--- src/rtl/riscv_ctrl_fsm.sv ---
// Multicycle RISC-V control sequencer: fetches and latches an instruction, decodes it,
// and sequences the ALU controls, data-memory access, register writeback and PC update.
module riscv_ctrl_fsm (
  input  logic        clk_i,
  input  logic        rst_n_i,
  input  logic [31:0] instr_i,
  input  logic        mem_ready_i,
  input  logic        alu_zero_i,
  output logic [1:0]  alu_op_type_o,
  output logic [2:0]  alu_funct3_o,
  output logic        alu_funct7_bit6_o,
  output logic        alu_srcb_imm_o,
  output logic [4:0]  rs1_addr_o,
  output logic [4:0]  rs2_addr_o,
  output logic [4:0]  rd_addr_o,
  output logic        reg_we_o,
  output logic        wb_mem_o,
  output logic        mem_req_o,
  output logic        mem_we_o,
  output logic        ifetch_o,
  output logic        pc_we_o,
  output logic        pc_branch_o,
  output logic        illegal_o
);

  localparam int unsigned IW = 32;
  localparam logic [IW-1:0] IR_RESET = 32'h0000_0013;

  localparam logic [6:0] OPC_R  = 7'b0110011;
  localparam logic [6:0] OPC_I  = 7'b0010011;
  localparam logic [6:0] OPC_BR = 7'b1100011;
  localparam logic [6:0] OPC_LD = 7'b0000011;
  localparam logic [6:0] OPC_ST = 7'b0100011;

  localparam logic [1:0] OPT_R  = 2'b00;
  localparam logic [1:0] OPT_I  = 2'b01;
  localparam logic [1:0] OPT_BR = 2'b10;
  localparam logic [1:0] OPT_LS = 2'b11;

  typedef enum logic [2:0] {
    S_FETCH   = 3'd0,
    S_DECODE  = 3'd1,
    S_EXECUTE = 3'd2,
    S_MEM     = 3'd3,
    S_WB      = 3'd4,
    S_TRAP    = 3'd5
  } state_e;

  typedef enum logic [2:0] {
    C_R   = 3'd0,
    C_I   = 3'd1,
    C_BR  = 3'd2,
    C_LD  = 3'd3,
    C_ST  = 3'd4,
    C_BAD = 3'd5
  } class_e;

  state_e        state_q, state_d;
  logic [IW-1:0] ir_q, ir_d;
  class_e        cls;
  logic [2:0]    ir_funct3;
  logic          unused_ir_bits;

  assign ir_funct3      = ir_q[14:12];
  assign rs1_addr_o     = ir_q[19:15];
  assign rs2_addr_o     = ir_q[24:20];
  assign rd_addr_o      = ir_q[11:7];
  assign unused_ir_bits = ^{ir_q[31], ir_q[29:25]};

  // State and instruction register.
  always_ff @(posedge clk_i or negedge rst_n_i) begin
    if (!rst_n_i) begin
      state_q <= S_FETCH;
      ir_q    <= IR_RESET;
    end else begin
      state_q <= state_d;
      ir_q    <= ir_d;
    end
  end

  // Instruction class from the latched IR; unsupported funct3 encodings fold into C_BAD.
  always_comb begin
    cls = C_BAD;
    case (ir_q[6:0])
      OPC_R:   cls = C_R;
      OPC_I:   cls = C_I;
      OPC_BR:  if (ir_funct3[2:1] == 2'b00) cls = C_BR;
      OPC_LD:  if (ir_funct3 == 3'b010) cls = C_LD;
      OPC_ST:  if (ir_funct3 == 3'b010) cls = C_ST;
      default: cls = C_BAD;
    endcase
  end

  // ALU controls are only driven while the ALU is in use (EXECUTE, and held through MEM).
  always_comb begin
    alu_op_type_o     = OPT_R;
    alu_funct3_o      = 3'b000;
    alu_funct7_bit6_o = 1'b0;
    alu_srcb_imm_o    = 1'b0;
    if (state_q == S_EXECUTE || state_q == S_MEM) begin
      case (cls)
        C_R: begin
          alu_op_type_o     = OPT_R;
          alu_funct3_o      = ir_funct3;
          alu_funct7_bit6_o = ir_q[30];
        end
        C_I: begin
          alu_op_type_o     = OPT_I;
          alu_funct3_o      = ir_funct3;
          alu_funct7_bit6_o = (ir_funct3 == 3'b101) ? ir_q[30] : 1'b0;
          alu_srcb_imm_o    = 1'b1;
        end
        C_BR: begin
          alu_op_type_o = OPT_BR;
          alu_funct3_o  = ir_funct3;
        end
        C_LD, C_ST: begin
          alu_op_type_o  = OPT_LS;
          alu_funct3_o   = 3'b010;
          alu_srcb_imm_o = 1'b1;
        end
        default: ;
      endcase
    end
  end

  // Next-state and sequencing outputs.
  always_comb begin
    state_d     = state_q;
    ir_d        = ir_q;
    reg_we_o    = 1'b0;
    wb_mem_o    = 1'b0;
    mem_req_o   = 1'b0;
    mem_we_o    = 1'b0;
    ifetch_o    = 1'b0;
    pc_we_o     = 1'b0;
    pc_branch_o = 1'b0;
    illegal_o   = 1'b0;
    case (state_q)
      S_FETCH: begin
        mem_req_o = 1'b1;
        ifetch_o  = 1'b1;
        if (mem_ready_i) begin
          ir_d    = instr_i;
          state_d = S_DECODE;
        end
      end
      S_DECODE: begin
        state_d = (cls == C_BAD) ? S_TRAP : S_EXECUTE;
      end
      S_EXECUTE: begin
        case (cls)
          C_R, C_I:   state_d = S_WB;
          C_LD, C_ST: state_d = S_MEM;
          C_BR: begin
            pc_we_o     = 1'b1;
            pc_branch_o = alu_zero_i;
            state_d     = S_FETCH;
          end
          default:    state_d = S_TRAP;
        endcase
      end
      S_MEM: begin
        mem_req_o = 1'b1;
        mem_we_o  = (cls == C_ST);
        if (mem_ready_i) begin
          if (cls == C_LD) begin
            state_d = S_WB;
          end else begin
            pc_we_o = 1'b1;
            state_d = S_FETCH;
          end
        end
      end
      S_WB: begin
        reg_we_o = 1'b1;
        wb_mem_o = (cls == C_LD);
        pc_we_o  = 1'b1;
        state_d  = S_FETCH;
      end
      S_TRAP: begin
        illegal_o = 1'b1;
      end
      default: state_d = S_FETCH;
    endcase
  end

endmodule
--- config.mk ---
export PLATFORM = sky130hd
export DESIGN_NAME = riscv_ctrl_fsm
export DESIGN_NICKNAME = d
export VERILOG_FILES = /design/src/rtl/riscv_ctrl_fsm.sv
export SDC_FILE = /design/constraint.sdc
export NUM_CORES = 1
export LEC_CHECK = 0
export ABC_CLOCK_PERIOD_IN_PS = 3000
export CORE_MARGIN = 3
export CORE_UTILIZATION = 35
export CTS_BUF_LIST = sky130_fd_sc_hd__clkbuf_4 sky130_fd_sc_hd__clkbuf_8 sky130_fd_sc_hd__clkbuf_16
export DETAILED_ROUTE_END_ITERATION = 8
export GPL_ROUTABILITY_DRIVEN = 1
export PLACE_DENSITY = 0.77
export RECOVER_POWER = 25
export SLEW_MARGIN = 30
export SYNTH_ARGS = -nofsm -noshare
export SYNTH_HDL_FRONTEND = slang
export SYNTH_SLANG_ARGS = --single-unit
--- constraint.sdc ---
create_clock -name clk_i -period 3 [get_ports clk_i]
set_input_delay 0.6 -clock clk_i [delete_from_list [all_inputs] [get_ports clk_i]]
set_output_delay 0.6 -clock clk_i [all_outputs]
set_load 0.01 [all_outputs]
-- Word level (Yosys, flattened, before mapping)
Index checks and enable logic that the tools add are counted.
W data, S select, Z words.
- flip-flop bits (word level): 34
- logic and storage cells: 64
- input bits: 36
- output and inout port bits: 30
- equality and inequality tests: 19
- reduce and logical (&&, ||, !) cells: 11
- multiplexer cells: 31
- bitwise gates (word level): 1
- operators with widths (operator ; number):
    $pmux W3 S5 ; 2
    $mux W3 ; 7
    $mux W1 ; 16
    $eq A3 B2 Y1 const B ; 5
    $eq A3 B3 Y1 const B ; 5
    $eq A7 B6 Y1 const B ; 2
    $pmux W3 S3 ; 1
    $eq A7 B2 Y1 const B ; 1
    $eq A7 B5 Y1 const B ; 1
    $eq A7 B7 Y1 const B ; 1
    $eq A3 B1 Y1 const B ; 2
    $logic_not A3 Y1 ; 2
    $pmux W2 S3 ; 1
    $pmux W3 S2 ; 1
    $reduce_or A2 Y1 ; 3
    $reduce_or A3 Y1 ; 2
    $ne A2 B2 Y1 const B ; 2
    $pmux W1 S3 ; 1
    $reduce_and A3 Y1 ; 1
    $logic_not A2 Y1 ; 1
    $mux W2 ; 1
    $pmux W1 S2 ; 1
    $reduce_and A2 Y1 ; 1
    $logic_or A1 B1 Y1 ; 1
    $not A1 Y1 ; 1

-- Depth between registers and ports, before layout
Gate-level depths: netlist of the first run.
- depth after elaboration: 7
- gate-level depth with buffers: 6
- gate-level depth less buffers: 4

-- Worst setup path after synthesis of the first run
OpenSTA, ideal clock, no wires.
- path type: register to output
- start: register ir_q[1]
- end: output pc_branch_o
- arrival time: 1583 ps
- buffers on the path: 1
- cell stages (with the launch flop): 6
- slack: 817 ps
- data required time: 2400 ps
- cells stage by stage: dfstp_2 and4bb_2 buf_4 o211ai_2 or4_4 nor2_2
- longest elaborated chain between the ends: 5
- elaborated cells between the ends (all ways): 9
- those cells by class: eq/ne (6); mux (3)
- RTL lines (element ; RTL line ; RTL):
    from (decl) ; 59 ; logic [IW-1:0] ir_q, ir_d;
    from (signal assigned) ; 77 ; ir_q <= ir_d;
    $eq A7 B6 Y1 (tied with other cells) ; 84 ; case (ir_q[6:0])
    $pmux W3 S5 (*) ; 84 ;
    $eq A3 B2 Y1 (*) ; 152 ; case (cls)
    $mux W1 (*) ; 152 ;
    $mux W1 (*) ; 139 ; case (state_q)
    to (decl) ; 22 ; output logic pc_branch_o,
Every way passes the cells marked *; elsewhere a longest branch is shown, timed or not.

-- Final worst setup path of the first run
- start: register ir_q[14]
- end: output alu_op_type_o[0]
- longest elaborated chain between the ends: 7
- elaborated cells between the ends (all ways): 13
- those cells by class: eq/ne (5); mux (6); reduce/logical (2)
- RTL lines (element ; RTL line ; RTL):
    $eq A3 B2 Y1 / $logic_not A2 Y1 (equally long branches) ; 88, 89, 87 ;
    $mux W1 (tied with other cells) ; 89 ; OPC_ST: if (ir_funct3 == 3'b010) cls = C_ST;
    $pmux W3 S5 (*) ; 84 ;
    $eq A3 B3 Y1 / $eq A3 B2 Y1 (equally long branches) ; 101 ; case (cls)
    $reduce_or A2 Y1 ; 101 ;
    $pmux W2 S3 (*) ; 101 ;
    $mux W2 (*) ; 100 ; if (state_q == S_EXECUTE || state_q == S_MEM) begin
    to (decl) ; 9 ; output logic [1:0] alu_op_type_o,
Marks and branches as above.

==> flow_metrics.py, run 1 <==
metrics = {
    "logic_synthesis": {
        "synth_seq_cells": 29,
        "yosysSeqAreaShare_pct": 44.44,
        "synthesis.nets": 182,
        "syn_inst": 146,
        "async_reset_ff_share_pct": 100.0,
        "synth_cell_types": 45,
        "synthTopCellsByCount": "dfrtp_1 (26), buf_4 (18), mux2_1 (17), mux2_2 (9), nor2_1 (9)",
        "synth_area_leaders": "dfrtp_1 (40%), mux2_1 (12%), buf_4 (8.2%)",
        "synth_top_cell_by_area": "dfrtp_1",
        "synth_edf_count": 0,
        "ys.flop_type": "dfrtp_1",
        "yosysMostFrequentCell": "dfrtp_1",
        "yosysWarnings": 0,
        "syn_area_sq_um": 1642,
        "yosysTopAreaCellShare_pct": 39.63,
        "synth.avg_cell_area_sq_um": 11.24,
    },
    "min_path": {
        "hold_path.class": "reg2reg",
        "hold_end": "ir_q[30]",
        "hold_path_depth": 1,
        "hp-start": "ir_q[30]",
    },
    "routing": {
        "drtIter0Drc": 96,
        "detail_route.vias_per_cell": 5.028,
        "ant_nets": 0,
        "wire_per_inst_um": 14.01,
        "drc_errors": 0,
        "drt-pass1-iter-count": 4,
        "routed_wirelength_um": 3461,
        "num_vias": 1242,
    },
    "clock_network": {
        "h-tree-depth": 2,
        "numCtsBuffers": 5,
        "cts-root-buf": "clkbuf_8",
        "cts_tree": "done",
        "clk_path_buf_depth": 2,
        "clkTransAtPathRegs_ns": 0.06,
        "insertion_delay_ns": 0.27,
        "clkSinkCount": 29,
    },
    "timing": {
        "fin_ws_ns": 0.1842,
        "maxSlewHeadroom_pct": -2.227,
        "fin_crit_ns": 2.816,
        "fmax_ghz": 0.3551,
        "grt_setup_unrepaired": "false",
        "setup_violations": 0,
        "fin_skew_ns": 0.002473,
        "tightest_slew_ns": 1.533,
        "finalHoldViolations": 0,
        "finalCritPeriodShare_pct": 93.86,
        "slew_violations": 30,
    },
    "run": {
        "drv_cap": 1,
    },
    "placement": {
        "gp_congestion": 0.7889,
        "dpl.hpwl_um": 2525,
        "portBuffers": 59,
        "dp_slack_ns": 0.2416,
        "dp.cells": 238,
        "postPlaceCellArea_sq_um": 2163,
    },
    "setup_path": {
        "r2r_slack_ns": 1.21,
        "crit_slowest_cell": "clkdlybuf4s50_1",
        "critPathMaxStageDelay_ns": 0.57,
        "crit_path_end_kind": "output port",
        "required_ns": 2.40,
        "cp-startpoint": "ir_q[14]",
        "cp_cell_sequence": "or3b_1 > mux2_2 > nor3_1 > clkdlybuf4s50_1",
        "crit_arrival_ns": 2.22,
        "ff2ff_path_depth": 4,
        "critical_path_class": "reg2out",
        "crit-reg2reg-capture": "ir_q[13]",
        "path_buf_inv": 1,
        "critPathLaunchType": "flip-flop",
        "timing.rr.start": "state_q[0]",
        "cpLargestDelayFamily": "simple AND/OR/NAND/NOR gates",
        "worstPathMaxFanout": 7,
    },
    "layout": {
        "drive_above_1_share_pct": 17.95,
        "num_antenna_cells": 0,
        "utilization_pct": 51.44,
        "fin_area_sq_um": 2286,
        "layout.nets": 231,
        "layout.area.seq_sq_um": 732.0,
        "num-fill-cells": 412,
        "fin_cells": 247,
        "multi_input_area_sq_um": 748.2,
        "syn_to_final_growth_pct": 39.25,
    },
    "outcome": {
        "violations": "max-capacitance violations, max-slew violations",
        "status": "finished, violations left",
    },
    "power_and_ir_drop": {
        "peakVddDrop_mv": 0.3671,
        "powerDensity_nw_per_um2": 908.3,
        "leakage_uw": 0.0009407,
    },
    "floorplan": {
        "core_sq_um": 4444,
        "die-area_sq_um": 5548,
        "row_count": 24,
        "pin_count": 66,
        "fp.dieH_um": 74.49,
        "start_util_pct": 36.94,
        "die_w_um": 74.49,
    },
    "global_route": {
        "grt_remaining_overflow": 0,
        "grt_first_pass_wirelength_um": 5782,
        "grt_max_degree": 30,
        "antenna_found_initial": 0,
        "grt_pass1_vias": 1241,
        "grt_use_total_pct": 13.74,
    },
}
-- where the power goes --
group / internal [uW] / switching, uW / leakage (uW)
clock network: 190 / 134 / 0.0000477
registers: 608 / 207 / 0.000340
logic: 558 / 379 / 0.000553
total: 1360 / 720 / 0.000941
-- registers in the layout, summed over array words and instances, names as in the netlist --
signal,cells
ir_q,26
state_q,3
-- per-stage QoR --
stage / TNS [ns] / total power (uW) / hold slack, ns
after floorplan: 0 / 1450 / 0.3044
after global placement: 0 / 1706 / 0.4673
after detailed placement: 0 / 1735 / 0.4764
after CTS: -0.003532 / 2077 / 0.4907
after global routing: 0 / 2248 / 0.5061
final: 0 / 2076 / 0.4856
-- placed cells by master, fill, tap and decap left out, drive strengths merged, types with 2 or more instances in the layout --
master / netlist / layout
o21ai: 4 / 4
clkbuf: 1 / 8
nor3: 5 / 5
nand2b: 2 / 2
and2: 4 / 4
clkdlybuf4s50: 0 / 55
a21oi: 2 / 2
a41oi: 2 / 2
nor2b: 2 / 2
nand3: 3 / 3
buf: 22 / 5
nor2: 10 / 10
dfrtp: 26 / 26
inv: 4 / 4
nor4b: 3 / 3
nand2: 6 / 6
mux2: 26 / 26
dfstp: 3 / 3
o211ai: 4 / 4
dlymetal6s2s: 0 / 2
-- kinds of logic (layout without fill, tap and decap cells) --
| logic type | count (synthesis) | in the layout | share of synthesized area, % |
|---|---|---|---|
| compound gates | 19 | 19 | 9.222 |
| mux | 26 | 26 | 17.84 |
| flops | 29 | 29 | 44.44 |
| buf+inv | 27 | 76 | 10.90 |
| simple gates | 44 | 44 | 17.07 |
| xor+xnor | 1 | 1 | 0.5336 |
-- final cells by class --
class	count	area share, %
multi-input cells	90	32.73
flip-flops and latches	29	32.02
repair buffers	65	27.81
clock buffers	7	3.941
well taps	52	2.846
inverters	4	0.6568
-- layer usage --
layer | vias up | wire length, um | track usage, %
li1 | 604 | - | -
met1 | 588 | 1448 | 16.19
met2 | 45 | 1711 | 22.15
met3 | 5 | 243 | 5.270
met4 | 0 | 58 | 6.324
met5 | - | 0 | 0
-- what timing repair did --
action                     CTS  global route
cloned                       0             0
hold buffers                 0             0
setup endpoints to repair    3             2
gates resized for setup      2             6
buffers inserted             0             2
pin swaps                    0             2
-- worst max-delay path by stage --
stage / endpoint / cells after the start
after CTS: pc_branch_o / 5
after global placement: pc_branch_o / 5
after global routing: alu_op_type_o[0] / 4
final: alu_op_type_o[0] / 4
after floorplan: pc_branch_o / 5
after detailed placement: pc_branch_o / 5
No activity file was read; power rests on OpenSTA's default activity.
==> run 2, diff against run 1 <==
--- a/config.mk
+++ b/config.mk
@@ -11,6 +11,7 @@
 export CTS_BUF_LIST = sky130_fd_sc_hd__clkbuf_4 sky130_fd_sc_hd__clkbuf_8 sky130_fd_sc_hd__clkbuf_16
 export DETAILED_ROUTE_END_ITERATION = 8
 export GPL_ROUTABILITY_DRIVEN = 1
+export HOLD_SLACK_MARGIN = 0.06
 export PLACE_DENSITY = 0.77
 export RECOVER_POWER = 25
 export SLEW_MARGIN = 30
==> results of run 2 <==
No change in the layout: final DEF, timing and power equal those of run 1.
==> run 3, diff against run 2 <==
--- a/config.mk
+++ b/config.mk
@@ -6,13 +6,15 @@
 export NUM_CORES = 1
 export LEC_CHECK = 0
 export ABC_CLOCK_PERIOD_IN_PS = 3000
+export CELL_PAD_IN_SITES_DETAIL_PLACEMENT = 1
+export CELL_PAD_IN_SITES_GLOBAL_PLACEMENT = 2
 export CORE_MARGIN = 3
-export CORE_UTILIZATION = 35
+export CORE_UTILIZATION = 28
 export CTS_BUF_LIST = sky130_fd_sc_hd__clkbuf_4 sky130_fd_sc_hd__clkbuf_8 sky130_fd_sc_hd__clkbuf_16
 export DETAILED_ROUTE_END_ITERATION = 8
 export GPL_ROUTABILITY_DRIVEN = 1
 export HOLD_SLACK_MARGIN = 0.06
-export PLACE_DENSITY = 0.77
+export PLACE_DENSITY = 0.95
 export RECOVER_POWER = 25
 export SLEW_MARGIN = 30
 export SYNTH_ARGS = -nofsm -noshare
==> run 3 against run 2 <==
Effect of this change:
- global-route usage down 0.90 points
- clock skew rose by 0.0015 ns
- design area rose by 1.5%
- the run still ends with max-capacitance violations, max-slew violations left
- largest power group unchanged
- highest routed layer unchanged
- sequential cell count did not move
- largest cell class unchanged
==> flow_metrics.py, run 3 (synthesis results as in run 1) <==
metrics = {
    "timing": {
        "fmax_ghz": 0.3568,
        "setup_violations": 0,
        "finalHoldViolations": 0,
        "fin_skew_ns": 0.003964,
        "tns_ns": 0,
        "maxSlewHeadroom_pct": -4.414,
        "whs_ns": 0.4824,
        "finalCritPeriodShare_pct": 93.43,
        "tightest_slew_ns": 1.566,
        "grt_setup_unrepaired": "false",
        "fin_crit_ns": 2.803,
        "slew_violations": 30,
    },
    "run": {
        "drv_cap": 1,
    },
    "routing": {
        "num_vias": 1248,
        "routed_wirelength_um": 3930,
        "wire_per_inst_um": 14.61,
        "drtIter0Drc": 40,
        "ant_nets": 0,
        "drc_errors": 0,
        "detail_route.vias_per_cell": 4.639,
        "drt-pass1-iter-count": 4,
    },
    "floorplan": {
        "fp.dieH_um": 82.57,
        "core_sq_um": 5574,
        "row_count": 27,
        "die-area_sq_um": 6818,
        "pin_count": 66,
        "start_util_pct": 29.45,
        "die_w_um": 82.57,
    },
    "clock_network": {
        "clkSinkCount": 29,
        "cts-root-buf": "clkbuf_8",
        "clk_path_buf_depth": 2,
        "clkTransAtPathRegs_ns": 0.06,
        "numCtsBuffers": 5,
        "insertion_delay_ns": 0.27,
        "cts_tree": "done",
        "h-tree-depth": 2,
    },
    "global_route": {
        "grt_first_pass_wirelength_um": 6637,
        "use_met3_pct": 4.338,
        "use_met1_pct": 15.12,
        "grt_remaining_overflow": 0,
        "grt_pass1_vias": 1383,
        "grt_use_total_pct": 12.85,
        "grt_busiest_layer": "met2",
        "grt_max_degree": 30,
        "grtUsageMet2_pct": 21.47,
        "antenna_found_initial": 0,
    },
    "layout": {
        "layout.nets": 232,
        "num_antenna_cells": 0,
        "largest_register": "ir_q",
        "biggestRegsByFlops": "ir_q: 26 flops, state_q: 3 flops",
        "layout_common_cells": "clkdlybuf4s50_1 (55), dfrtp_1 (25), mux2_1 (17)",
        "final_common_cell": "clkdlybuf4s50_1",
        "syn_to_final_growth_pct": 41.31,
        "largest_reg_flops": 26,
        "drive_above_1_share_pct": 18.27,
    },
    "setup_path": {
        "critical_path_class": "reg2out",
        "required_ns": 2.40,
        "r2r_slack_ns": 1.20,
        "critPathLaunchType": "flip-flop",
        "crit_arrival_ns": 2.20,
        "crit_path_end_kind": "output port",
        "worstPathMaxFanout": 7,
    },
    "outcome": {
        "violations": "max-capacitance violations, max-slew violations",
        "status": "finished, violations left",
    },
    "placement": {
        "gp_congestion": 0.7213,
        "portBuffers": 59,
        "dpl.hpwl_um": 2894,
    },
    "power_and_ir_drop": {
        "powerDensity_nw_per_um2": 913.1,
        "peakVddDrop_mv": 0.3889,
        "leakage_uw": 0.0009490,
        "power_uw": 2118,
    },
    "min_path": {
        "hold_path.class": "reg2reg",
    },
}
[run 3: report_power, final]
group,switching (uW),leakage [uW],internal (uW)
clock,141,0.0000542,207
combinational,400,0.000554,557
sequential,207,0.000341,607
[run 3: per-layer routing]
layer  part of all wire (%)  wire (um)
met1                     42       1656
met2                     50       1984
met3                    6.4        252
met4                   0.92         36
met5                      0          0
[run 3: worst paths after layout]
kind,from,endpoint,cells past startpoint
worst max register to register,state_q[0],ir_q[14],4
min in group asynchronous,rst_n_i,ir_q[7],2
max in group asynchronous,rst_n_i,ir_q[6],2
worst min register to register,ir_q[24],ir_q[24],1
worst min-delay path,ir_q[24],ir_q[24],1
worst max-delay path,ir_q[14],alu_srcb_imm_o,4
[run 3: stage by stage]
step / util [%] / instance area [sq um] / instances / setup WS [ns]
after detailed placement: 39.26 / 2188 / 258 / 0.2208
after global routing: 41.62 / 2320 / 269 / 0.05244
after global placement: 39.26 / 2188 / 258 / 0.2600
final: 41.62 / 2320 / 269 / 0.1970
after CTS: 41.55 / 2316 / 269 / 0.03149
after floorplan: - / 1642 / 146 / 0.8173
[run 3: worst max-delay path: stages (launching register included)]
cell	delay, ns
dfrtp_1	0.46
or3b_1	0.46
mux2_2	0.31
nor3_1	0.15
clkdlybuf4s50_1	0.56
[run 3: final cells by class]
class                      instances  area (sq um)
clock buffer                       7         96.34
clock inverter                     1         5.005
fill                             608          3254
inverter                           4         15.01
multi-input combinational         90         739.5
sequential                        29         730.7
tap                               72         90.09
timing repair buffer              66         643.1
[run 3: timing repair]
item | in CTS | in global routing
pin swaps | 1 | 0
gates resized for setup | 3 | 3
setup endpoints to repair | 3 | 2
buffers inserted | 3 | 0
gates cloned | 0 | 0
hold buffers | 0 | 0
